[src/rtl/pipeline_hazard_ctrl.sv]
// Stall/flush controller for the 5-stage pipeline.
// Drives the enable and flush inputs of the IF_ID, ID_EX, EX_MEM and MEM_WB latches
// and the PC write enable. It sequences dmem waits, load-use bubbles, control-flow
// flushes and the terminal halt. It also keeps a saturating count of stalled cycles.
//
// Ports:
//   CLK, nRST              clock, asynchronous active-low reset
//   ihit, dhit             imem / dmem access complete this cycle
//   mem_dREN, mem_dWEN     EX_MEM instruction accesses dmem
//   idex_MemRead, idex_rt  load in ID_EX and its destination register
//   ifid_rs, ifid_rt       source registers of the instruction in IF_ID
//   ex_redirect            EX supplies a PC correction
//   wb_halt                halt instruction reached MEM_WB
//   pc_en, *_en, *_flush   PC and pipeline latch controls (combinational)
//   halt                   registered sticky halt
//   stall_cnt              saturating count of edges with pc_en=0 outside HALT
module pipeline_hazard_ctrl #(
    parameter int unsigned REG_W = 5,
    parameter int unsigned CNT_W = 32
) (
    input  logic             CLK,
    input  logic             nRST,
    input  logic             ihit,
    input  logic             dhit,
    input  logic             mem_dREN,
    input  logic             mem_dWEN,
    input  logic             idex_MemRead,
    input  logic [REG_W-1:0] idex_rt,
    input  logic [REG_W-1:0] ifid_rs,
    input  logic [REG_W-1:0] ifid_rt,
    input  logic             ex_redirect,
    input  logic             wb_halt,
    output logic             pc_en,
    output logic             ifid_en,
    output logic             ifid_flush,
    output logic             idex_en,
    output logic             idex_flush,
    output logic             exmem_en,
    output logic             memwb_en,
    output logic             halt,
    output logic [CNT_W-1:0] stall_cnt
);

    typedef enum logic [1:0] {StRun, StDwait, StHalt} state_t;

    state_t state;
    logic   dreq;
    logic   load_use;
    logic   advance;

    assign dreq     = mem_dREN | mem_dWEN;
    assign load_use = idex_MemRead && (idex_rt != '0) &&
                      ((idex_rt == ifid_rs) || (idex_rt == ifid_rt));
    // While a dmem access is outstanding the whole pipe follows dhit; otherwise ihit.
    assign advance  = dreq ? dhit : ihit;

    always_comb begin
        pc_en      = 1'b0;
        ifid_en    = 1'b0;
        ifid_flush = 1'b0;
        idex_en    = 1'b0;
        idex_flush = 1'b0;
        exmem_en   = 1'b0;
        memwb_en   = 1'b0;
        if (nRST && (state != StHalt) && advance) begin
            pc_en    = 1'b1;
            ifid_en  = 1'b1;
            idex_en  = 1'b1;
            exmem_en = 1'b1;
            memwb_en = 1'b1;
            if (ex_redirect) begin
                // Wrong-path work in IF_ID and ID_EX is discarded, including a
                // load-use victim; the PC takes the correction.
                ifid_flush = 1'b1;
                idex_flush = 1'b1;
            end else if (load_use) begin
                // Hold the dependent instruction in IF_ID, bubble into ID_EX.
                pc_en      = 1'b0;
                ifid_en    = 1'b0;
                idex_flush = 1'b1;
            end else if (dreq && !ihit) begin
                // dmem finished but the fetch was displaced: bubble into IF_ID.
                pc_en      = 1'b0;
                ifid_flush = 1'b1;
            end
        end
    end

    always_ff @(posedge CLK or negedge nRST) begin
        if (!nRST) begin
            state     <= StRun;
            halt      <= 1'b0;
            stall_cnt <= '0;
        end else begin
            if ((state != StHalt) && !pc_en && (stall_cnt != '1)) begin
                stall_cnt <= stall_cnt + CNT_W'(1);
            end
            if (state != StHalt) begin
                if (wb_halt) begin
                    state <= StHalt;
                    halt  <= 1'b1;
                end else if (dreq && !dhit) begin
                    state <= StDwait;
                end else begin
                    state <= StRun;
                end
            end
        end
    end

endmodule

[config.mk]
export PLATFORM = sky130hd
export DESIGN_NAME = pipeline_hazard_ctrl
export DESIGN_NICKNAME = d
export VERILOG_FILES = /design/src/rtl/pipeline_hazard_ctrl.sv
export SDC_FILE = /design/constraint.sdc
export NUM_CORES = 1
export LEC_CHECK = 0
export ABC_AREA = 1
export CAP_MARGIN = 30
export CELL_PAD_IN_SITES_DETAIL_PLACEMENT = 1
export CELL_PAD_IN_SITES_GLOBAL_PLACEMENT = 2
export CORE_MARGIN = 2
export CORE_UTILIZATION = 26
export CTS_CLUSTER_DIAMETER = 100
export CTS_CLUSTER_SIZE = 30
export DETAILED_ROUTE_END_ITERATION = 7
export PLACE_DENSITY_LB_ADDON = 0.1
export SLEW_MARGIN = 20
export SYNTH_ARGS = -nofsm -noshare
export SYNTH_HDL_FRONTEND = slang
export SYNTH_SLANG_ARGS = --single-unit
[constraint.sdc]
create_clock -name CLK -period 2.6 [get_ports CLK]
set_input_delay 0.78 -clock CLK [delete_from_list [all_inputs] [get_ports CLK]]
set_output_delay 0.78 -clock CLK [all_outputs]
set_load 0.1 [all_outputs]
==> reports/metrics.csv <==
metric,value,unit
Max VDD drop,154,uV
worst slew pin tran,0.485,ns
hold violation total from the final report,0,
Slew HR,0.676,
"Clk pin slew, worst setup/hold paths",0.07,ns
Synth cell types,23,
status,"complete, but fails checks",
fin nets,539,
Mapped Nets,450,
largest area contributor in the netlist,dfrtp_1,
hold path start,halt,
Post-Syn Instances,425,
fmax,0.376,GHz
Avg Inst Size Synth,6.24,um^2
RSZ-0062 raised after global routing,yes,
post-layout min period,2.66,ns
post-layout worst setup margin,-0.0604,ns
reg-to-reg startpoint,stall_cnt[0],
CP Launch Point,idex_rt[4],
P per Cell Area,281,nW/um^2
Routed Antenna Nets,0,
synthesized flop and latch total,35,
TritonCTS clock tree,built,
# hold bufs at CTS,0,
WL/cell,15.0,um
failing checks,setup timing,
FILL cells,1299,
worst-path fanout max,3,
critical path type,primary input to output port,
area share of the largest cell type after synthesis,0.330,
Max Slew Vio Count,0,
crit path launch type,primary input,
hpwl dp,7380,um
first-pass GRT wire length,16300,um
largest net degree at the start of global routing,37,
Area growth syn-to-layout,47.2,%
ant diodes,0,
Clock Latency Late Sink,0.29,ns
GRT overflow,0,
Final Util,0.397,
DRT iter0 DRCs,119,
drt total wl,9700,um
port bufs,63,
Pre-Repair DR Iteration Count,4,
WHS,0.484,ns
"Seq/Total Area, Yosys",0.330,
drt via density,4.69,
P_leak,1.90,nW
Hold WC Path Type,register to register,
Initial Util,0.270,
clock sinks,35,
crit path DAT,1.88,ns
Worst Skew,0.00773,ns
Root Driver,clkbuf_8,
setup violators final,2,
Die Wd,105,um
row count,36,
setup TNS,-0.0717,ns
ranking of synthesized cells by area,"dfrtp_1, nand2_1, nand4_1",
DRC viols,0,
warnings from Yosys,0,
vias,3040,
# IOs,64,
vias in the first global route,3168,
Final Wtd Congestion,0.832,
Max Buffers Root-to-Sink,2,
Worst setup EP type,output port,
H-tree level count,2,
All-Layer GR Usage,0.184,
CP Data Required Time,1.82,ns
Core ar.,9820,um^2
Final period util,1.02,
Die Span Y,105,um
"Cell Area, Synth",2650,um^2
antenna violations before repair,0,
CTS buffer count,5,
fraction of layout cells with a size suffix above 1,0.285,
full die area,11000,um^2
Max-cap violations,0,
==> flip-flops by register name (all words and copies together), names as in the netlist <==
name / flops
stall_cnt: 32
state: 2
halt: 1
==> cell families after synthesis <==
group / Yosys count / share of synthesized area
AOI/OAI and AO/OA: 4 / 0.00849
buffers and inverters: 59 / 0.0934
DFF: 35 / 0.330
and+or+nand+nor: 307 / 0.500
xor gates and xnor gates: 19 / 0.0628
adders and majority gates: 1 / 0.00472
==> critical path, cell delays in order <==
cell and delay (ns):
buf_8 0.10, buf_6 0.11, xnor2_2 0.14, nand3_2 0.11, nand2_4 0.10, buf_6 0.10, a21oi_4 0.05, nor3_4 0.18
buf_12 0.21
==> routing by layer <==
layer	wire [um]	global-route usage	vias to the layer above
met5	0	0	-
met4	110	0.0324	0
met3	242	0.0262	9
met2	4610	0.310	45
met1	4740	0.251	1455
li1	-	-	1531
==> final timing paths <==
kind / depth (start not counted) / endpoint / slack, ns
max: 9 / idex_flush / -0.06
min: 1 / halt / 0.48
max reg2reg: 9 / stall_cnt[17] / 0.52
min reg2reg: 1 / halt / 0.48
max in group asynchronous: 2 / stall_cnt[23] / 1.66
min in group asynchronous: 2 / state[0] / 0.60
==> report_power, final <==
part / leakage, nW / internal, W / switching [W]
clock network: 0.0422 / 0.000188 / 0.000209
registers: 0.482 / 0.000545 / 0.000000332
logic: 1.37 / 0.0000800 / 0.0000749
==> repair_timing <==
item / CTS / global route
gates resized for setup: 102 / 45
endpoints found under the setup margin: 37 / 8
hold endpoints to repair: 0 / 0
setup buffers: 13 / 3
gates cloned: 0 / 0
pin swaps: 28 / 23
==> cell type report <==
class	instances	area, um^2	share of cell area
Inverter	45	181	0.0465
Timing Repair Buffer	96	891	0.228
Sequential cell	35	876	0.224
Tap cell	133	166	0.0426
Clock buffer	7	76.3	0.0196
Clock inverter	1	5.00	0.00128
Multi-Input combinational cell	331	1710	0.437
==> cell usage after synthesis, drive strengths merged <==
master,number
nor4,1
nand3,26
a21oi,1
nand3b,2
xor2,11
and2,1
inv,45
ha,1
xnor2,8
o21bai,1
nand2,168
buf,14
dfrtp,35
nor2,59
nand4,38
o21ai,2
nor3,11
and3,1
==> stage by stage <==
step / instance area (um^2) / std cells / setup WS (ns) / power [W]
2_1_floorplan: 2710 / 425 / -0.555 / 0.000590
3_3_place_gp: 3530 / 624 / -0.541 / 0.000658
3_5_place_dp: 3530 / 624 / -0.559 / 0.000660
4_1_cts: 3750 / 645 / -0.0609 / 0.00109
5_1_grt: 3900 / 648 / -0.102 / 0.00115
6_report: 3900 / 648 / -0.0604 / 0.00110
==> layout by cell type, fill, tap and decap left out, drive strengths merged, types with 7 or more instances in the layout <==
cell / synthesis / layout
buf: 14 / 91
clkbuf: 0 / 7
dfrtp: 35 / 35
inv: 45 / 43
nand2: 168 / 168
nand3: 26 / 26
nand4: 38 / 38
nor2: 59 / 59
nor3: 11 / 11
xnor2: 8 / 8
xor2: 11 / 11
No activity file was read; power rests on OpenSTA's default activity.
